--- src/rtl/dkong3_audio_pkg.sv ---
// Shared constants and the output saturation helper for the DK3 audio conditioner.
package dkong3_audio_pkg;

  localparam int LPF_FRAC = 8;
  localparam int DC_W     = 20;

  localparam logic signed [15:0] SAT_MAX = 16'sh7FFF;
  localparam logic signed [15:0] SAT_MIN = 16'sh8000;

  localparam logic signed [DC_W-1:0] SAT_MAX_W = DC_W'(SAT_MAX);
  localparam logic signed [DC_W-1:0] SAT_MIN_W = DC_W'(SAT_MIN);

  typedef struct packed {
    logic [15:0] value;
    logic        clip;
  } sat_t;

  // Clamp the wide DC-block result to the 16-bit output range and flag when clamping happened.
  function automatic sat_t sat16(input logic signed [DC_W-1:0] y);
    sat_t r;
    r.value = y[15:0];
    r.clip  = 1'b0;
    if (y > SAT_MAX_W) begin
      r.value = SAT_MAX;
      r.clip  = 1'b1;
    end else if (y < SAT_MIN_W) begin
      r.value = SAT_MIN;
      r.clip  = 1'b1;
    end
    return r;
  endfunction

endpackage

--- src/rtl/dkong3_dc_block.sv ---
// Stage 2: one-pole DC-blocking high-pass when DKONG3_AUDIO_DCBLOCK_EN is defined,
// otherwise a plain pipeline register so the output latency does not change.
module dkong3_dc_block import dkong3_audio_pkg::*; #(
  parameter int DC_SHIFT = 10
) (
  input  logic                   clk,
  input  logic                   rst_n,
  input  logic                   in_valid,
  input  logic [15:0]            snap,
  output logic signed [DC_W-1:0] y,
  output logic                   out_valid
);

  logic signed [DC_W-1:0] snap_ext;
  logic signed [DC_W-1:0] y_reg;
  logic signed [DC_W-1:0] y_next;
  logic                   valid_reg;

  assign snap_ext = {{(DC_W-16){snap[15]}}, snap};

`ifdef DKONG3_AUDIO_DCBLOCK_EN
  logic signed [DC_W-1:0] snap_prev_reg;

  // y_reg doubles as y_prev: it holds the unsaturated result of the previous sample.
  always_comb begin
    y_next = snap_ext - snap_prev_reg + y_reg - (y_reg >>> DC_SHIFT);
  end

  always_ff @(posedge clk or negedge rst_n) begin
    if (!rst_n) begin
      snap_prev_reg <= '0;
    end else if (in_valid) begin
      snap_prev_reg <= snap_ext;
    end
  end
`else
  // The pole exponent has no effect when the DC block is compiled out.
  localparam int dc_shift_unused = DC_SHIFT;

  always_comb begin
    y_next = snap_ext;
  end
`endif

  always_ff @(posedge clk or negedge rst_n) begin
    if (!rst_n) begin
      y_reg     <= '0;
      valid_reg <= 1'b0;
    end else begin
      valid_reg <= in_valid;
      if (in_valid) begin
        y_reg <= y_next;
      end
    end
  end

  assign y         = y_reg;
  assign out_valid = valid_reg;

endmodule

--- src/rtl/dkong3_audio_out.sv ---
// DK3 audio output conditioner: APU-rate low-pass, 48 kHz decimation, optional DC block
// (DKONG3_AUDIO_DCBLOCK_EN), saturation and mute.
module dkong3_audio_out import dkong3_audio_pkg::*; #(
  parameter int CLK_DIV   = 500,
  parameter int LPF_SHIFT = 2,
  parameter int DC_SHIFT  = 10
) (
  input  logic        I_CLK_24M,
  input  logic        I_RESETn,
  input  logic        I_SAMPLE_CE,
  input  logic [15:0] I_SAMPLE,
  input  logic        I_MUTE,
  output logic [15:0] O_SAMPLE,
  output logic        O_SAMPLE_VALID,
  output logic        O_CLIP
);

  localparam int LPF_W = 16 + LPF_FRAC;
  localparam int CNT_W = $clog2(CLK_DIV);

  logic signed [LPF_W-1:0] lpf_reg;
  logic signed [LPF_W-1:0] lpf_next;
  logic signed [LPF_W:0]   lpf_diff;
  logic signed [LPF_W:0]   lpf_step;

  logic [CNT_W-1:0] cnt_reg;
  logic             tick;

  logic [15:0] snap_reg;
  logic        s1_valid_reg;

  logic signed [DC_W-1:0] dc_y;
  logic                   dc_valid;
  sat_t                   sat_res;

  logic [15:0] sample_reg;
  logic        valid_reg;
  logic        clip_reg;

  // The difference is formed one bit wider than the state so it can never wrap.
  always_comb begin
    lpf_diff = {I_SAMPLE[15], I_SAMPLE, {LPF_FRAC{1'b0}}} - {lpf_reg[LPF_W-1], lpf_reg};
    lpf_step = lpf_diff >>> LPF_SHIFT;
    lpf_next = LPF_W'({lpf_reg[LPF_W-1], lpf_reg} + lpf_step);
  end

  always_ff @(posedge I_CLK_24M or negedge I_RESETn) begin
    if (!I_RESETn) begin
      lpf_reg <= '0;
    end else if (I_SAMPLE_CE) begin
      lpf_reg <= lpf_next;
    end
  end

  assign tick = (cnt_reg == CNT_W'(CLK_DIV - 1));

  always_ff @(posedge I_CLK_24M or negedge I_RESETn) begin
    if (!I_RESETn) begin
      cnt_reg <= '0;
    end else begin
      cnt_reg <= tick ? '0 : cnt_reg + 1'b1;
    end
  end

  // Snapshot uses the pre-update filter value when a sample strobe lands on the tick.
  always_ff @(posedge I_CLK_24M or negedge I_RESETn) begin
    if (!I_RESETn) begin
      snap_reg     <= '0;
      s1_valid_reg <= 1'b0;
    end else begin
      s1_valid_reg <= tick;
      if (tick) begin
        snap_reg <= lpf_reg[LPF_W-1:LPF_FRAC];
      end
    end
  end

  dkong3_dc_block #(
    .DC_SHIFT (DC_SHIFT)
  ) u_dc_block (
    .clk       (I_CLK_24M),
    .rst_n     (I_RESETn),
    .in_valid  (s1_valid_reg),
    .snap      (snap_reg),
    .y         (dc_y),
    .out_valid (dc_valid)
  );

  assign sat_res = sat16(dc_y);

  // Mute only gates the presented value; the clip flag still reflects the filter.
  always_ff @(posedge I_CLK_24M or negedge I_RESETn) begin
    if (!I_RESETn) begin
      sample_reg <= '0;
      valid_reg  <= 1'b0;
      clip_reg   <= 1'b0;
    end else begin
      valid_reg <= dc_valid;
      clip_reg  <= dc_valid & sat_res.clip;
      if (dc_valid) begin
        sample_reg <= I_MUTE ? 16'h0000 : sat_res.value;
      end
    end
  end

  assign O_SAMPLE       = sample_reg;
  assign O_SAMPLE_VALID = valid_reg;
  assign O_CLIP         = clip_reg;

endmodule

--- config.mk ---
export PLATFORM = sky130hd
export DESIGN_NAME = dkong3_audio_out
export DESIGN_NICKNAME = d
export VERILOG_FILES = /design/src/rtl/dkong3_audio_pkg.sv /design/src/rtl/dkong3_dc_block.sv /design/src/rtl/dkong3_audio_out.sv
export SDC_FILE = /design/constraint.sdc
export NUM_CORES = 1
export LEC_CHECK = 0
export BUFFER_PORTS_ARGS = -buffer_cell sky130_fd_sc_hd__buf_2
export CAP_MARGIN = 10
export CORE_AREA = 5 5 126 158
export CTS_BUF_LIST = sky130_fd_sc_hd__clkbuf_8
export CTS_CLUSTER_DIAMETER = 60
export CTS_CLUSTER_SIZE = 10
export DETAILED_ROUTE_END_ITERATION = 16
export DIE_AREA = 0 0 131 163
export PLACE_DENSITY_LB_ADDON = 0.3
export SYNTH_ARGS = -nofsm -noshare
export SYNTH_HDL_FRONTEND = slang
export SYNTH_SLANG_ARGS = --single-unit
--- constraint.sdc ---
create_clock -name I_CLK_24M -period 9.6 [get_ports I_CLK_24M]
set_input_delay 0.48 -clock I_CLK_24M [delete_from_list [all_inputs] [get_ports I_CLK_24M]]
set_output_delay 0.48 -clock I_CLK_24M [all_outputs]
set_load 0.01 [all_outputs]
Word-level counts from Yosys, hierarchy flattened --
Index checks and enable logic that the tools add are counted.
Word-level totals: register bits after elaboration 85, bits of input ports 20, output and inout port bits 18
Operators by class: $add $sub $neg 3, order comparisons 2, equal/unequal tests 1, muxes and demuxes 4, bitwise gates (word level) 1
Operators with widths (number):
- $mux 17 | 2
- $sub 24x24->25 | 1
- $add 24x23->24 | 1
- $gt 16x16->1 const B | 1
- $lt 16x16->1 const B | 1
- $mux 16 | 1
- $add 9x1->9 const B | 1
- $eq 9x9->1 const B | 1
- $mux 9 | 1
- $and 1x1->1 | 1

Depth between registers and ports, before layout --
word-level depth 4, mapped depth 19

By module --
From an unflattened synthesis, not the netlist that was laid out.
Second synthesis, totals: cells, all modules 558, area total of the unflattened synthesis 5307.6 µm²
Modules (own cells, without submodules):
- dkong3_audio_out | times used 1, cells each 519, area each 4603.2 µm²
- dkong3_dc_block | times used 1, cells each 39, area each 704.4 µm²

Least setup slack after synthesis --
OpenSTA, ideal clock, no wires.
kind input-to-reg, start point in I_SAMPLE[1], end point reg lpf_reg[23], setup time 123 ps, arrival 3649 ps, setup slack 5829 ps, stages on the path 17, path buffers 0, cell sequence ha_1 -> and3_1 -> nand4_1 -> nand2_1 -> and2_1 -> o21a_1 -> o21ai_0 -> nor2b_1 -> xnor2_1 -> ha_1 -> a21o_1 -> a2111oi_0 -> o2111a_2 -> o31ai_4 -> o221ai_2 -> mux2_4 -> xnor2_2
On the way: word-level cells in the longest chain between the ends 2
RTL lines:
- from (decl) | RTL line dkong3_audio_out.sv:11 | input logic [15:0] I_SAMPLE,
- $sub 24x24->25 | RTL line dkong3_audio_out.sv:42 | lpf_diff = {I_SAMPLE[15], I_SAMPLE, {LPF_FRAC{1'b0}}} - {lpf_reg[LPF_W-1], lpf_reg};
- $add 24x23->24 | RTL line dkong3_audio_out.sv:44 | lpf_next = LPF_W'({lpf_reg[LPF_W-1], lpf_reg} + lpf_step);
- to (signal assigned) | RTL line dkong3_audio_out.sv:51 | lpf_reg <= lpf_next;
- to (decl) | RTL line dkong3_audio_out.sv:21 | logic signed [LPF_W-1:0] lpf_reg;
No other way between the ends. A chain may end at the register's enable or synchronous reset.

Worst setup path in the final report --
start point reg lpf_reg[9], end point reg lpf_reg[23]
On the way: word-level cells in the longest chain between the ends 2
RTL lines (RTL line):
- $sub 24x24->25 | dkong3_audio_out.sv:42
- $add 24x23->24 * | dkong3_audio_out.sv:44
Every way passes the cells marked *; elsewhere a longest branch is shown, timed or not.

==> impl_metrics.json <==
{
  "cts_made_buffers": 9,
  "worst_pin_slew_ns": 0.941,
  "synthArstFlopShare_pct": 100,
  "place_hpwl_um": 8630,
  "post-route-drc-count": 0,
  "share_of_cells_above_drive_strength_1_pct": 15.8,
  "antenna_left": 0,
  "post_synth_inst_count": 532,
  "htreeDepth": 3,
  "timing.max_slew.rel_slack_pct": 37.3,
  "core_outline_area_sq_um": 18400,
  "critical_path.reg2reg.endpoint": "lpf_reg[23]",
  "pin_count_of_the_biggest_net_entering_global_routing": 74,
  "routed_wl_um": 11200,
  "timing.critical_path.slowest_stage_cell": "sky130_fd_sc_hd__a2111oi_0",
  "mappedNetlistArea_sq_um": 5210,
  "antenna_cells_inserted": 0,
  "crit_type": "reg -> reg",
  "synth-simple-area-share_pct": 13.7,
  "timing.final.crit_period_ns": 4.20,
  "via_per_inst": 4.91,
  "area_growth_syn_to_layout_pct": 12.1,
  "worst_path_dominant_cell_family": "compound AO/OA/AOI/OAI gates",
  "clock_latency_on_the_worst_skew_pair_ns": 0.36,
  "unrepaired_setup_endpoints_after_global_routing": "no",
  "largest_register_ff_count": 24,
  "post_synth_xor_area_fraction_pct": 7.04,
  "initial_utilization_pct": 28.4,
  "yosysSeqAreaShare_pct": 40.8,
  "final_net_count": 628,
  "cts.sinks": 85,
  "chipHeight_um": 163,
  "fin_crit_sh_pct": 43.7,
  "avgSynthCellArea_sq_um": 9.79,
  "full_die_area_sq_um": 21400,
  "remaining_global_route_overflow": 0,
  "drv_cap": 0,
  "cts_resized": 0,
  "drt_iter0_drc": 287,
  "timing.critical_path.arrival_ns": 4.44,
  "pin_count": 38,
  "rrSetupSlack_ns": 5.40,
  "cts.path.max_buffers": 2,
  "antenna_found_initial": 0,
  "timing_hold_violations_final": 0,
  "cp-start-kind": "flop",
  "post_synth_cell_types": 60,
  "finalClockSkew_ns": 0.0162,
  "largest_family_of_logic_cells_by_synthesized_area": "compound AO/OA/AOI/OAI gates",
  "grt_pass1_wl_um": 19300,
  "wire_per_inst_um": 13.9,
  "synth_edf_count": 0,
  "numPortBuffers": 37,
  "first_pass_iters": 4,
  "post_syn_nets": 594,
  "yosysWarnings": 0,
  "cp.required_ns": 9.85,
  "critical_path.max_fanout": 4,
  "place.gp.congestion": 0.927,
  "timing.hold.worst_path_depth": 2,
  "fin_tns_setup_ns": 0,
  "hold-path-endpoint": "snap_reg[10]",
  "grt_pass1_vias": 4035,
  "end_kind": "flop",
  "grt_usage_pct": 11.0,
  "cell_at_the_root_of_the_clock_tree": "sky130_fd_sc_hd__clkbuf_8",
  "status": "finished clean",
  "critPathMaxStageDelay_ns": 0.40,
  "final-setup-viol-count": 0,
  "ys_seq_elements": 85,
  "hold_class": "reg -> reg",
  "tritoncts": "built",
  "reg2reg_start": "lpf_reg[9]",
  "postcts_setup_bufs": 0,
  "clkSlewWorstSetupHoldPaths_ns": 0.10,
  "post_synth_fa_ha_maj_area_fraction_pct": 10.2,
  "synth_compound_gate_area_share_pct": 17.8,
  "timing.fmax_mhz": 238,
  "synth_top_flop_cell": "sky130_fd_sc_hd__dfrtp_1",
  "die_width_um": 131,
  "via_count": 3940,
  "maxSlewViolCount": 0,
  "post_synthesis_mux_area_share_pct": 6.20,
  "reg2reg_depth": 18,
  "min_from": "snap_reg[10]",
  "std_cell_rows": 56,
  "crit_path_cell_trace": "inv_1 -> ha_1 -> a21oi_1 -> o21a_1 -> nand2_1 -> and2_1 -> o21a_1 -> o21ai_0 -> nor2b_1 -> xnor2_1 -> ha_1 -> a21o_1 -> a2111oi_0 -> o2111a_2 -> o31ai_4 -> o221ai_2 -> mux2_4 -> xnor2_2",
  "worst-path-buf-inv": 1
}
-- worst max-delay path by stage --
stage | from | end | slack, ns | cells after the start
detailed placement | I_SAMPLE[1] | lpf_reg[23] | 5.28 | 18
finish | lpf_reg[9] | lpf_reg[23] | 5.40 | 18
floorplan | I_SAMPLE[1] | lpf_reg[23] | 5.83 | 17
CTS | lpf_reg[10] | lpf_reg[23] | 5.39 | 18
global placement | I_SAMPLE[1] | lpf_reg[23] | 5.37 | 18
global route | lpf_reg[11] | lpf_reg[23] | 5.01 | 18
-- timing repair --
item                                    in CTS  in global routing
endpoints found under the setup margin       0                  0
hold buffers                                 1                  0
hold endpoints to repair                    12                  0
-- cell usage after synthesis (all sizes together), types with 2 or more instances --
master | count | area, sq um
a211o | 4 | 35.0
a211oi | 4 | 30.0
a21o | 16 | 120
a21oi | 34 | 170
a31oi | 3 | 31.3
and2 | 4 | 25.0
and3 | 3 | 18.8
buf | 3 | 22.5
clkbuf | 13 | 48.8
dfrtp | 85 | 2130
ha | 41 | 513
inv | 39 | 146
mux2 | 23 | 263
mux2i | 6 | 60.1
nand2 | 35 | 134
nand2b | 4 | 25.0
nand3 | 7 | 35.0
nand3b | 17 | 128
nand4 | 9 | 56.3
nor2 | 26 | 97.6
nor2b | 5 | 31.3
nor3 | 9 | 45.0
nor4 | 4 | 40.0
o211a | 2 | 20.0
o211ai | 4 | 35.0
o21a | 7 | 52.6
o21ai | 55 | 275
o21bai | 4 | 30.0
or2 | 3 | 18.8
or3 | 4 | 26.3
or4 | 2 | 15.0
xnor2 | 29 | 262
xor2 | 12 | 105
-- routing by layer --
metal  routed length [um]  up-vias  part of all wire [%]  global-route usage [%]
met1                 4810     1889                    43                    13.3
met5                    0        -                     0                       0
li1                     -     1969                     -                       -
met2                 5720       60                    51                    19.5
met3                  354       22                   3.2                    1.35
met4                  315        0                   2.8                    4.49
-- cells by family after synthesis --
family,after synthesis
muxes,29
adders and majority gates,42
buffers and inverters,55
xor gates and xnor gates,41
other,1
DFF,85
AOI/OAI and AO/OA,145
and+or+nand+nor,134
-- worst register-to-register path: cells and delay by family (launching register included) --
| family | cells | cell delay, ns |
|---|---|---|
| AOI/OAI and AO/OA | 9 | 2.06 |
| xor gates and xnor gates | 2 | 0.22 |
| adders and majority gates | 2 | 0.51 |
| buffers and inverters | 1 | 0.10 |
| DFF | 1 | 0.39 |
| muxes | 1 | 0.33 |
| and+or+nand+nor | 3 | 0.48 |
-- placed cells by master, fill, tap and decap left out, types with 10 or more instances in the layout --
cell type	n
sky130_fd_sc_hd__a21o_1	16
sky130_fd_sc_hd__a21oi_1	34
sky130_fd_sc_hd__buf_2	36
sky130_fd_sc_hd__clkbuf_8	10
sky130_fd_sc_hd__dfrtp_1	85
sky130_fd_sc_hd__ha_1	41
sky130_fd_sc_hd__inv_1	39
sky130_fd_sc_hd__mux2_2	22
sky130_fd_sc_hd__nand2_1	34
sky130_fd_sc_hd__nand3b_1	17
sky130_fd_sc_hd__nor2_1	26
sky130_fd_sc_hd__o21ai_0	51
sky130_fd_sc_hd__xnor2_1	28
sky130_fd_sc_hd__xor2_1	12
-- area by class of cell --
class	count	area (sq um)
Tap cell	232	290
Multi-Input combinational cell	392	2860
Fill cell	1879	12500
Clock inverter	6	68.8
Inverter	39	146
Timing Repair Buffer	39	205
Clock buffer	10	138
Sequential cell	85	2130
-- through the flow --
stage	hold slack, ns	util (%)	area, sq um	setup slack [ns]	std cells
finish	0.486	31.8	5840	5.40	803
global route	0.510	31.8	5840	5.01	803
CTS	0.487	31.8	5840	5.39	803
detailed placement	0.342	30.6	5620	5.28	786
global placement	0.341	30.6	5620	5.37	786
floorplan	0.184	-	5210	5.83	532
Power is left out: the tool's default activity adds up to more than one toggle a clock period on the data nets, which glitch-free logic cannot reach.
